### src/rtl/ap_mult_pkg.sv
// Shared types and helpers for the 12b approximate multiplier accumulator.
// Holds the product width, FSM states and saturation bounds.
package ap_mult_pkg;

    localparam int PROD_W = 24;

    typedef enum logic {
        S_ACC  = 1'b0,
        S_DONE = 1'b1
    } state_t;

    function automatic logic signed [63:0] sat_max(int aw);
        return (64'sd1 <<< (aw - 1)) - 64'sd1;
    endfunction

    function automatic logic signed [63:0] sat_min(int aw);
        return -(64'sd1 <<< (aw - 1));
    endfunction

endpackage

### src/rtl/ap_sat_add.sv
// Combinational signed adder with optional clamp on overflow.
// The sum is formed one bit wider so overflow is a sign-bit mismatch.
module ap_sat_add
    import ap_mult_pkg::*;
#(
    parameter int AW  = 32,
    parameter bit SAT = 1'b1
) (
    input  logic [AW-1:0] a,
    input  logic [AW-1:0] b,
    output logic [AW-1:0] sum,
    output logic          ovf
);

    localparam logic [AW-1:0] MAX_V = AW'(sat_max(AW));
    localparam logic [AW-1:0] MIN_V = AW'(sat_min(AW));

    logic [AW:0] wide;

    assign wide = {a[AW-1], a} + {b[AW-1], b};
    assign ovf  = wide[AW] ^ wide[AW-1];

    always_comb begin
        sum = wide[AW-1:0];
        if (SAT && ovf) begin
            sum = wide[AW] ? MIN_V : MAX_V;
        end
    end

endmodule

### src/rtl/ap_mult_acc_12b.sv
// Registers signed products from the approximate multiplier and sums them
// into one dot-product result per group (closed by last or by MAX_TERMS).
module ap_mult_acc_12b
    import ap_mult_pkg::*;
#(
    parameter int PW        = PROD_W,
    parameter int AW        = 32,
    parameter int MAX_TERMS = 256,
    parameter bit SAT       = 1'b1,
    localparam int CW       = $clog2(MAX_TERMS + 1)
) (
    input  logic          clk,
    input  logic          rst,
    input  logic          clr,
    input  logic          prod_vld,
    output logic          prod_rdy,
    input  logic [PW-1:0] prod,
    input  logic          prod_last,
    output logic          acc_vld,
    input  logic          acc_rdy,
    output logic [AW-1:0] acc_data,
    output logic [CW-1:0] acc_cnt,
    output logic          acc_ovf
);

    state_t        state;
    logic          s1_full;
    logic [PW-1:0] s1_prod;
    logic          s1_last;
    logic [AW-1:0] acc;
    logic [CW-1:0] cnt;
    logic          ovf;

    logic          s1_adv;
    logic          in_hs;
    logic          restart;
    logic [AW-1:0] add_a;
    logic [AW-1:0] add_b;
    logic [AW-1:0] add_sum;
    logic          add_ovf;
    logic [CW-1:0] cnt_nxt;
    logic          ovf_nxt;
    logic          close;

    assign s1_adv   = s1_full & ((state == S_ACC) | acc_rdy);
    assign prod_rdy = !rst & !clr & (!s1_full | s1_adv);
    assign in_hs    = prod_vld & prod_rdy;

    // Advancing while a result is handed off starts the next group fresh.
    assign restart = (state == S_DONE);
    assign add_a   = restart ? '0 : acc;
    assign add_b   = AW'(signed'(s1_prod));
    assign cnt_nxt = (restart ? '0 : cnt) + CW'(1);
    assign ovf_nxt = (restart ? 1'b0 : ovf) | add_ovf;
    assign close   = s1_last | (cnt_nxt == CW'(MAX_TERMS));

    ap_sat_add #(
        .AW  (AW),
        .SAT (SAT)
    ) u_add (
        .a   (add_a),
        .b   (add_b),
        .sum (add_sum),
        .ovf (add_ovf)
    );

    always_ff @(posedge clk or posedge rst) begin
        if (rst) begin
            state   <= S_ACC;
            s1_full <= 1'b0;
            s1_prod <= '0;
            s1_last <= 1'b0;
            acc     <= '0;
            cnt     <= '0;
            ovf     <= 1'b0;
        end else if (clr) begin
            state   <= S_ACC;
            s1_full <= 1'b0;
            s1_prod <= '0;
            s1_last <= 1'b0;
            acc     <= '0;
            cnt     <= '0;
            ovf     <= 1'b0;
        end else begin
            if (in_hs) begin
                s1_full <= 1'b1;
                s1_prod <= prod;
                s1_last <= prod_last;
            end else if (s1_adv) begin
                s1_full <= 1'b0;
            end

            if (s1_adv) begin
                acc   <= add_sum;
                cnt   <= cnt_nxt;
                ovf   <= ovf_nxt;
                state <= close ? S_DONE : S_ACC;
            end else if (restart && acc_rdy) begin
                acc   <= '0;
                cnt   <= '0;
                ovf   <= 1'b0;
                state <= S_ACC;
            end
        end
    end

    assign acc_vld  = (state == S_DONE);
    assign acc_data = acc;
    assign acc_cnt  = cnt;
    assign acc_ovf  = ovf;

endmodule
### config.mk
export PLATFORM = sky130hd
export DESIGN_NAME = ap_mult_acc_12b
export DESIGN_NICKNAME = d
export VERILOG_FILES = /design/src/rtl/ap_mult_pkg.sv /design/src/rtl/ap_sat_add.sv /design/src/rtl/ap_mult_acc_12b.sv
export SDC_FILE = /design/constraint.sdc
export NUM_CORES = 1
export LEC_CHECK = 0
export ABC_AREA = 1
export CORE_AREA = 2 2 84 126
export CTS_BUF_LIST = sky130_fd_sc_hd__clkbuf_16
export CTS_CLUSTER_SIZE = 40
export DETAILED_ROUTE_END_ITERATION = 10
export DIE_AREA = 0 0 86 128
export GPL_TIMING_DRIVEN = 0
export PLACE_DENSITY = 0.84
export SYNTH_ARGS = -nofsm -noshare
export SYNTH_HDL_FRONTEND = slang
export SYNTH_SLANG_ARGS = --single-unit
### constraint.sdc
create_clock -name clk -period 4.78 [get_ports clk]
set_clock_uncertainty 0.15 [all_clocks]
set_input_delay 0.717 -clock clk [delete_from_list [all_inputs] [get_ports clk]]
set_output_delay 0.717 -clock clk [all_outputs]
set_load 0.005 [all_outputs]
==> results of run 1 <==
[worst paths after layout]
check                             start           end  cells after the start
hold / removal             acc_data[10]  acc_data[10]                      2
setup reg to reg                acc_vld  acc_data[14]                     16
setup / recovery                    rst      prod_rdy                      6
max in group asynchronous           rst   s1_prod[14]                      2
hold reg to reg            acc_data[10]  acc_data[10]                      2
min in group asynchronous           rst   acc_data[2]                      2
[worst max-delay path, delay by kind of cell]
family | cells | cell delay (ps)
simple gates | 1 | 160
buf+inv | 5 | 2190
[layout by cell type (no fill, tap or decap), types with 3 or more instances in the layout]
cell type	instances
inv_2	8
o21ai_0	6
nand2_1	312
a21oi_2	6
clkbuf_1	12
nand3b_1	8
ha_1	34
dfrtp_1	69
nand2_2	17
inv_1	117
o22ai_1	8
nand3_1	83
nand4_1	3
clkbuf_16	9
xor2_1	10
buf_6	9
clkinv_1	4
nand2_4	6
nor2_1	97
buf_2	4
a21oi_1	21
and2_1	3
o21bai_1	7
xnor2_1	14
nand3_2	22
clkdlybuf4s50_1	72
nor2_2	4
[registers in the layout (all words and copies together), names as in the netlist]
name and count:
s1_full 1, acc_data 32, acc_vld 1, s1_prod 24
acc_cnt 9, s1_last 1, acc_ovf 1
[layout make-up]
class                           count  area [sq um]  share of cell area (%)
Clock inverter                      7          90.1                    1.28
Inverter                          128           483                    6.85
Timing Repair Buffer               72           721                    10.2
Buffer                             25           166                    2.36
Sequential cell                    69          1730                    24.5
Clock buffer                        9           225                    3.19
Tap cell                          117           146                    2.08
Multi-Input combinational cell    672          3500                    49.6
[power groups by stage]
| stage | Clock [mW] | Combinational (mW) | Sequential [mW] |
|---|---|---|---|
| 3_5_place_dp | 0 | 0.286 | 0.636 |
| 3_3_place_gp | 0 | 0.282 | 0.635 |
| 2_1_floorplan | 0 | 0.194 | 0.631 |
| 6_report | 0.719 | 0.288 | 0.626 |
| 5_1_grt | 0.754 | 0.321 | 0.628 |
| 4_1_cts | 0.730 | 0.290 | 0.625 |
[cell families after synthesis]
| logic type | Yosys count | share of synthesized area (%) |
|---|---|---|
| flops | 69 | 29.4 |
| fa+ha+maj | 35 | 7.59 |
| compound gates | 53 | 5.73 |
| xor+xnor | 24 | 3.58 |
| buf+inv | 153 | 11.0 |
| simple gates | 560 | 42.7 |
[layer usage]
layer	GRT usage, %	wire length (um)	up-vias
li1	-	-	2945
met1	32.9	6130	2628
met2	53.9	8130	151
met3	3.48	617	37
met4	13.7	482	0
met5	0	0	-
[per-stage QoR]
stage | setup TNS, ps | power, mW
2_1_floorplan | 0 | 0.825
3_3_place_gp | -561 | 0.916
3_5_place_dp | 0 | 0.922
4_1_cts | 0 | 1.64
5_1_grt | 0 | 1.70
6_report | 0 | 1.63
==> impl_metrics.csv, run 1 <==
group,metric,value,unit
status,outcome,"finished clean",
setup_path,timing.critical_path.cells,"clkdlybuf4s50_1, inv_4, nand3_1, clkinv_1, clkbuf_1, clkdlybuf4s50_1",
power_and_ir_drop,vdd.ir_drop.worst,0.160,mV
detailed_routing,drtPass1Iterations,5,
detailed_routing,avgRoutedWirePerCell,14.0,um
clocking,postCtsResizedCells,0,
placement,gp_routability_congestion,0.978,
placement,pre_cts_slack,793,ps
yosys,synth_commonest_cells,"nand2_1 (312), inv_1 (117), nor2_1 (97)",
yosys,yosys-top-cells-area,"dfrtp_1 (29%), nand2_1 (20%), inv_1 (7.5%), ha_1 (7.2%), nand3_1 (7.1%)",
setup_path,endpoint_kind,"primary output",
cells_and_area,synthToLayoutAreaGrowth,20.2,%
detailed_routing,antenna_left,0,
yosys,count_of_state_elements_after_synthesis,69,
die,rows,45,
yosys,syn-num-nets,959,
cells_and_area,final_layout_size_suffix_gt1_share,9.67,%
yosys,most_area_hungry_cell_type_in_the_yosys_netlist,"dfrtp_1",
grt,grt_antenna_before_repair,0,
sta,final.hold.worst_slack,353,ps
sta,final_hold_viol_count,0,
sta,grt_setup_unrepaired,"false",
clocking,numClockSinks,69,
cells_and_area,fin_cells,1099,
sta,finalCriticalPeriod,3950,ps
yosys,synthCells,894,
sta,timing.slew.headroom,42.6,%
yosys,post_synth_num_cell_types,33,
clocking,cts.root.buffer_cell,"clkbuf_16",
detailed_routing,viasPerCell,5.24,
power_and_ir_drop,power.net_switching,445,uW
power_and_ir_drop,switching_share,27.3,%
clocking,cts_max_level,3,
placement,placedInstanceArea,0.00674,sq mm
detailed_routing,detail_route.drc_violations,0,
clocking,tritoncts,"done",
power_and_ir_drop,p_int,1.19,mW
placement,hpwlAfterDp,11900,um
power_and_ir_drop,clock_power_share,44.0,%
yosys,netlist.area_leader.share,29.4,%
power_and_ir_drop,power-per-cell-area,231,mW/mm^2
detailed_routing,detailroute.via_count,5761,
clocking,tritoncts.num_buffers,9,
placement,placed_cells,1083,
power_and_ir_drop,share_comb_of_total_power,17.7,%
clocking,cts-hold-fix-buffers,0,
clocking,clock_tree.buffer_depth,2,
setup_path,critical_path.max_stage_delay,640,ps
sta,setup_slack_after_layout,829,ps
grt,grtUsageTotal,29.3,%
yosys,yosys.cell_count.top_type,"nand2_1",
power_and_ir_drop,leakagePower,3.94,nW
cells_and_area,layout.filler_cells,872,
clocking,worst_setup_hold_path_clk_slew,60,ps
yosys,synth_async_sr_flop_share,100,%
setup_path,worstSetupPathType,"in2out",
yosys,post_synth_instance_area,0.00587,sq mm
sta,post-route-period-util,82.7,%
flow_run,max_cap_viol_count,0,
die,die_height,128,um
yosys,ys_warn_count,0,
cells_and_area,finalInstanceArea,0.00705,sq mm
clocking,clock_insertion_delay_worst_skew,340,ps
yosys,synth_ff_type,"dfrtp_1",
cells_and_area,final_nets,1042,
setup_path,crit_path_max_fanout,70,
yosys,synth_enable_flop_cells,0,
yosys,synthesis.area_per_instance,6.57,sq um
setup_path,worst_path_required,3910,ps
power_and_ir_drop,power_frac_seq,38.3,%
die,die_width,86,um
die,start_util,58.9,%
grt,grt_start_max_net_pins,71,
grt,via_count_of_the_first_global_routing_pass,5715,
grt,gr-total-overflow,0,
setup_path,worst_reg_to_reg_setup_slack,1060,ps
detailed_routing,wirelength,15400,um
die,core-area,0.00997,sq mm
yosys,synth-seq-area-share,29.4,%
placement,portBuffers,72,
cells_and_area,antenna_cells,0,
setup_path,worst_ep_arrival_time,3080,ps
setup_path,cpMaxStageDelayCell,"inv_4",
die,pin_count,74,
sta,achievable_clock_frequency,253,MHz
setup_path,cp_common_cell,"clkdlybuf4s50_1",
sta,worst-slew-pin-transition,861,ps
sta,fin_max_slew_vios,0,
sta,setup_violations,0,
clocking,cts_setup_buffers,0,
detailed_routing,drt-initial-drc-count,316,
hold_path,min_path_type,"reg2reg",
setup_path,launching_element_type_of_the_critical_path,"input pin",
grt,grt_pass1_wl,25600,um
cells_and_area,final_core_utilization,70.8,%
die,die_area,0.0110,sq mm
Note: power is estimated with default switching activity, not from simulation.
==> inputs of run 2 (changes only) <==
--- a/config.mk
+++ b/config.mk
@@ -6,13 +6,13 @@
 export NUM_CORES = 1
 export LEC_CHECK = 0
 export ABC_AREA = 1
-export CORE_AREA = 2 2 84 126
+export CORE_AREA = 2 2 86 130
 export CTS_BUF_LIST = sky130_fd_sc_hd__clkbuf_16
 export CTS_CLUSTER_SIZE = 40
 export DETAILED_ROUTE_END_ITERATION = 10
-export DIE_AREA = 0 0 86 128
+export DIE_AREA = 0 0 88 132
 export GPL_TIMING_DRIVEN = 0
-export PLACE_DENSITY = 0.84
+export PLACE_DENSITY = 0.8
 export SYNTH_ARGS = -nofsm -noshare
 export SYNTH_HDL_FRONTEND = slang
 export SYNTH_SLANG_ARGS = --single-unit
==> constraint.sdc (replaced) <==
create_clock -name clk -period 4 [get_ports clk]
set_clock_uncertainty 0.15 [all_clocks]
set_input_delay 0.6 -clock clk [delete_from_list [all_inputs] [get_ports clk]]
set_output_delay 0.6 -clock clk [all_outputs]
set_load 0.005 [all_outputs]
==> run 2 against run 1 <==
Via count shrank 0.61%. Cell area shrank 0.12%. Flip-flop and latch count is the same. Utilization shrank 3.2 points. First-iteration DRC count shrank 4.7%. Global-route usage shrank 1.3 points. Critical endpoint is now acc_data[12].
==> impl_metrics.csv, run 2 (synthesis gave the netlist of run 1 again) <==
group,metric,value,unit
status,outcome,"finished clean",
die,die_area,0.0116,sq mm
sta,setup_violations,0,
sta,worst-slew-pin-transition,677,ps
detailed_routing,drt-initial-drc-count,301,
setup_path,launching_element_type_of_the_critical_path,"flip-flop",
sta,setup_slack_after_layout,342,ps
detailed_routing,met1Wirelength,6160,um
cells_and_area,fin_cells,1126,
sta,achievable_clock_frequency,273,MHz
clocking,cts_max_level,3,
clocking,worst_setup_hold_path_clk_slew,60,ps
setup_path,worst_ep_arrival_time,3780,ps
die,die_width,88,um
clocking,tritoncts,"done",
clocking,tritoncts.num_buffers,9,
die,core-area,0.0104,sq mm
setup_path,endpoint_kind,"flip-flop",
placement,pre_cts_slack,211,ps
power_and_ir_drop,leakagePower,3.92,nW
setup_path,r2r_end,"acc_data[12]",
hold_path,hold_depth,2,
power_and_ir_drop,vdd.ir_drop.worst,0.220,mV
detailed_routing,detail_route.drc_violations,0,
cells_and_area,synthToLayoutAreaGrowth,20.0,%
sta,timing.slew.headroom,54.8,%
power_and_ir_drop,power-per-cell-area,259,mW/mm^2
die,start_util,56.3,%
grt,grt_pass1_wl,26000,um
detailed_routing,drtPass1Iterations,7,
setup_path,r2r.worst_path.cells,16,
cells_and_area,most-common-layout-cells,"nand2_1 (312), inv_1 (117), nor2_1 (97)",
hold_path,min_from,"acc_data[28]",
clocking,clock_insertion_delay_worst_skew,340,ps
placement,placed_cells,1110,
die,die_height,132,um
placement,portBuffers,72,
setup_path,crit_path_max_fanout,10,
placement,gp_routability_congestion,0.981,
cells_and_area,register_area,0.00173,sq mm
setup_path,worst_reg_to_reg_setup_slack,340,ps
clocking,cts.root.buffer_cell,"clkbuf_16",
cells_and_area,mostFrequentLayoutCell,"nand2_1",
die,pin_count,74,
detailed_routing,antenna_left,0,
detailed_routing,met2_wirelength,8080,um
die,rows,46,
sta,final_hold_viol_count,0,
power_and_ir_drop,totalPowerFinal,1.82,mW
grt,grtUsageTotal,28.0,%
placement,hpwlAfterDp,12000,um
detailed_routing,detailroute.via_count,5726,
grt,gr-total-overflow,0,
setup_path,rr_startpoint,"acc_vld",
sta,post-route-period-util,91.5,%
grt,grt_start_max_net_pins,71,
cells_and_area,final_layout_size_suffix_gt1_share,9.88,%
clocking,numClockSinks,69,
flow_run,max_cap_viol_count,0,
cells_and_area,antenna_cells,0,
clocking,clock_tree.buffer_depth,2,
hold_path,min_path_type,"reg2reg",
grt,via_count_of_the_first_global_routing_pass,5674,
setup_path,worstSetupPathType,"reg2reg",
sta,fin_max_slew_vios,0,
detailed_routing,viasPerCell,5.09,
detailed_routing,route.top_layer_used,"met4",
detailed_routing,wirelength,15400,um
clocking,cts_setup_buffers,0,
cells_and_area,largest_register_ff_count,32,
hold_path,whs_endpoint,"acc_data[28]",
cells_and_area,layout.filler_cells,927,
cells_and_area,area_occupied_by_multi_input_gates,0.00350,sq mm
cells_and_area,final_nets,1042,
detailed_routing,avgRoutedWirePerCell,13.7,um
detailed_routing,wl_met3,593,um
setup_path,worst_path_required,4120,ps
sta,finalCriticalPeriod,3660,ps
sta,grt_setup_unrepaired,"false",
grt,grt_antenna_before_repair,0,
run 2: cell count changes in the layout (fill, tap and decap cells not counted), sizes merged:
| cell | before | now |
|---|---|---|
| inv | 127 | 126 |
| clkinv | 6 | 8 |
| bufinv | 2 | 0 |
| clkinvlp | 0 | 1 |
run 2: repair_timing:
item                                    in CTS  in global routing
hold buffers                                 0                  0
endpoints found under the hold margin        0                  0
resized for setup                            0                  3
endpoints found under the setup margin       0                  2
run 2: worst max-delay path, stage by stage, from the launching register on:
cell,delay (ps)
dfrtp_1,470
clkbuf_1,450
clkbuf_1,470
nor2_1,140
ha_1,360
a21oi_1,190
nand2_1,90
nand2_1,70
nand2_1,80
a21oi_2,320
nand2_2,110
nand2_2,80
nand2_4,70
a21oi_4,230
buf_6,190
nand2_1,70
nand2_1,50
run 2: power breakdown:
group	internal (mW)	switching, mW	leakage [nW]	total (mW)
clock	0.416	0.314	0.136	0.730
sequential	0.725	0.0231	0.948	0.748
combinational	0.151	0.193	2.84	0.345
total	1.29	0.531	3.92	1.82
run 2: metrics by stage:
step           setup TNS, ps  area [sq um]  hold slack (ps)  util, %
2_1_floorplan              0          5870              325        -
3_3_place_gp           -9510          6770              335     65.0
3_5_place_dp               0          6770              344     65.0
4_1_cts                    0          7040              358     67.6
5_1_grt                    0          7050              371     67.6
6_report                   0          7050              357     67.6
run 2: worst max path at each step:
stage	startpoint	endpoint	slack [ps]	cells after the start
after floorplan	rst	prod_rdy	550	4
after global placement	rst	prod_rdy	-1140	6
after detailed placement	rst	prod_rdy	210	6
after CTS	rst	prod_rdy	210	6
after global routing	acc_vld	acc_data[12]	70	16
final	acc_vld	acc_data[12]	340	16
run 2: cell type report:
cell class	count	share of cell area, %
Buffer	25	2.38
Clock buffer	9	3.20
Clock inverter	7	0.622
Inverter	128	6.89
Multi-Input combinational cell	672	49.6
Sequential cell	69	24.5
Tap cell	144	2.56
Timing Repair Buffer	72	10.2
run 2: routing by layer:
metal	vias up	GRT usage [%]
met2	143	50.1
li1	2950	-
met4	0	11.5
met5	-	0
met3	47	3.94
met1	2586	32.6
==> inputs of run 3 (changes only) <==
--- a/config.mk
+++ b/config.mk
@@ -8,7 +8,6 @@
 export ABC_AREA = 1
 export CORE_AREA = 2 2 86 130
 export CTS_BUF_LIST = sky130_fd_sc_hd__clkbuf_16
-export CTS_CLUSTER_SIZE = 40
 export DETAILED_ROUTE_END_ITERATION = 10
 export DIE_AREA = 0 0 88 132
 export GPL_TIMING_DRIVEN = 0
==> results of run 3 <==
The final DEF is identical to that of run 2; final timing and power are the same.
==> variant (flow settings as in run 2) <==
`AW` is set to 32 in 2 places; all go to 16.
--- a/src/rtl/ap_sat_add.sv
+++ b/src/rtl/ap_sat_add.sv
@@ -3,7 +3,7 @@
 module ap_sat_add
     import ap_mult_pkg::*;
 #(
-    parameter int AW  = 32,
+    parameter int AW  = 16,
     parameter bit SAT = 1'b1
 ) (
     input  logic [AW-1:0] a,
--- a/src/rtl/ap_mult_acc_12b.sv
+++ b/src/rtl/ap_mult_acc_12b.sv
@@ -4,7 +4,7 @@
     import ap_mult_pkg::*;
 #(
     parameter int PW        = PROD_W,
-    parameter int AW        = 32,
+    parameter int AW        = 16,
     parameter int MAX_TERMS = 256,
     parameter bit SAT       = 1'b1,
     localparam int CW       = $clog2(MAX_TERMS + 1)
Ports: changed (resized acc_data); port bits go from 74 to 58. No check against the original RTL was run, so the function may have changed too.
==> variant against run 2 <==
Setup slack got worse by 0.068 ns. Area after synthesis down 44%. Sequential cell count is 24 lower. Wire length is 44% lower. Core utilization is 28 points lower. Cell area is 41% lower. Total power shrank 37%. Via count is 44% lower. Largest power group unchanged.
==> variant: results (changes against run 2) <==
* Invs w/o clock at 61 (was 128)
* Post-DP HPWL at 6840 um (was 12,000 um)
* Global Route Usage Sum at 16.0% (was 28.0%)
* Count of buffers from port buffering at 48 (was 72)
* Total Power at 1.14 mW (was 1.82 mW)
* Adder-cell share of the synthesized area at 7.09% (was 7.59%)
* Syn nets at 507 (was 959)
* #MultiIn Comb at 341 (was 672)
* Clock Power Share at 40.7% (was 40.0%)
* CP max stage delay at 0.60 ns (was 0.47 ns)
* Max_slew headroom at 63.1% (was 54.8%)
* Outcome: finished, final reports clean (unchanged)
* Grt met3 use at 1.82% (was 3.94%)
* Leakage power at 2.19 nW (was 3.92 nW)
* Synth cell count leaders: 148 x nand2_1, 57 x nand3_1, 54 x inv_1, 45 x dfrtp_1, 37 x nor2_1 (was 312 x nand2_1, 117 x inv_1, 97 x nor2_1, 83 x nand3_1, 69 x dfrtp_1)
* Met1 GRT Util at 17.5% (was 32.6%)
* Worst R2R Path Depth at 19 (was 16)
* Sw Pwr at 297 uW (was 531 uW)
* Syn_area_per_cell at 7.15 um2 (was 6.57 um2)
* Post-synthesis cell type count at 34 (was 33)
* Seq area share at 27.3% (was 24.5%)
* Post-DP Area at 0.00396 mm2 (was 0.00677 mm2)
* Clock Latency Late Sink at 0.29 ns (was 0.34 ns)
* # fillers at 1,044 (was 927)
* GPL Wtd Cong at 0.928 (was 0.981)
* Arrival @ worst endpoint at 2.98 ns (was 3.78 ns)
* WL per Instance at 13.0 um (was 13.7 um)
* Non-clock buffers at 61 (was 97)
* Final nets at 563 (was 1,042)
* Layout cell share with drive strength beyond 1 at 10.9% (was 9.88%)
* Vias at 3,180 (was 5,726)
-- variant: cell count changes after synthesis, moves of 6 or more --
cell | run 2 | this run
clkbuf_1 | 12 | 6
buf_6 | 9 | 3
xor2_1 | 10 | 2
dfrtp_1 | 69 | 45
ha_1 | 34 | 17
inv_1 | 117 | 54
nand3_2 | 22 | 11
nand2_1 | 312 | 148
nor2_1 | 97 | 37
nand2_2 | 17 | 10
nand3_1 | 83 | 57
a21oi_1 | 21 | 9
-- variant: worst paths after layout --
check                                start           to  slack [ns]
worst max-delay path                   rst     prod_rdy        0.27
worst min-delay path            s1_prod[3]   s1_prod[3]        0.36
worst max register to register     acc_vld  acc_data[7]        0.33
worst min register to register  s1_prod[3]   s1_prod[3]        0.36
max in group asynchronous              rst   acc_cnt[7]        2.78
min in group asynchronous              rst   s1_prod[7]        0.44
-- variant: routing by layer --
metal | part of all wire (%) | routed length [um]
met1 | 39 | 3340
met2 | 54 | 4630
met3 | 3.0 | 258
met4 | 4.1 | 350
met5 | 0 | 0
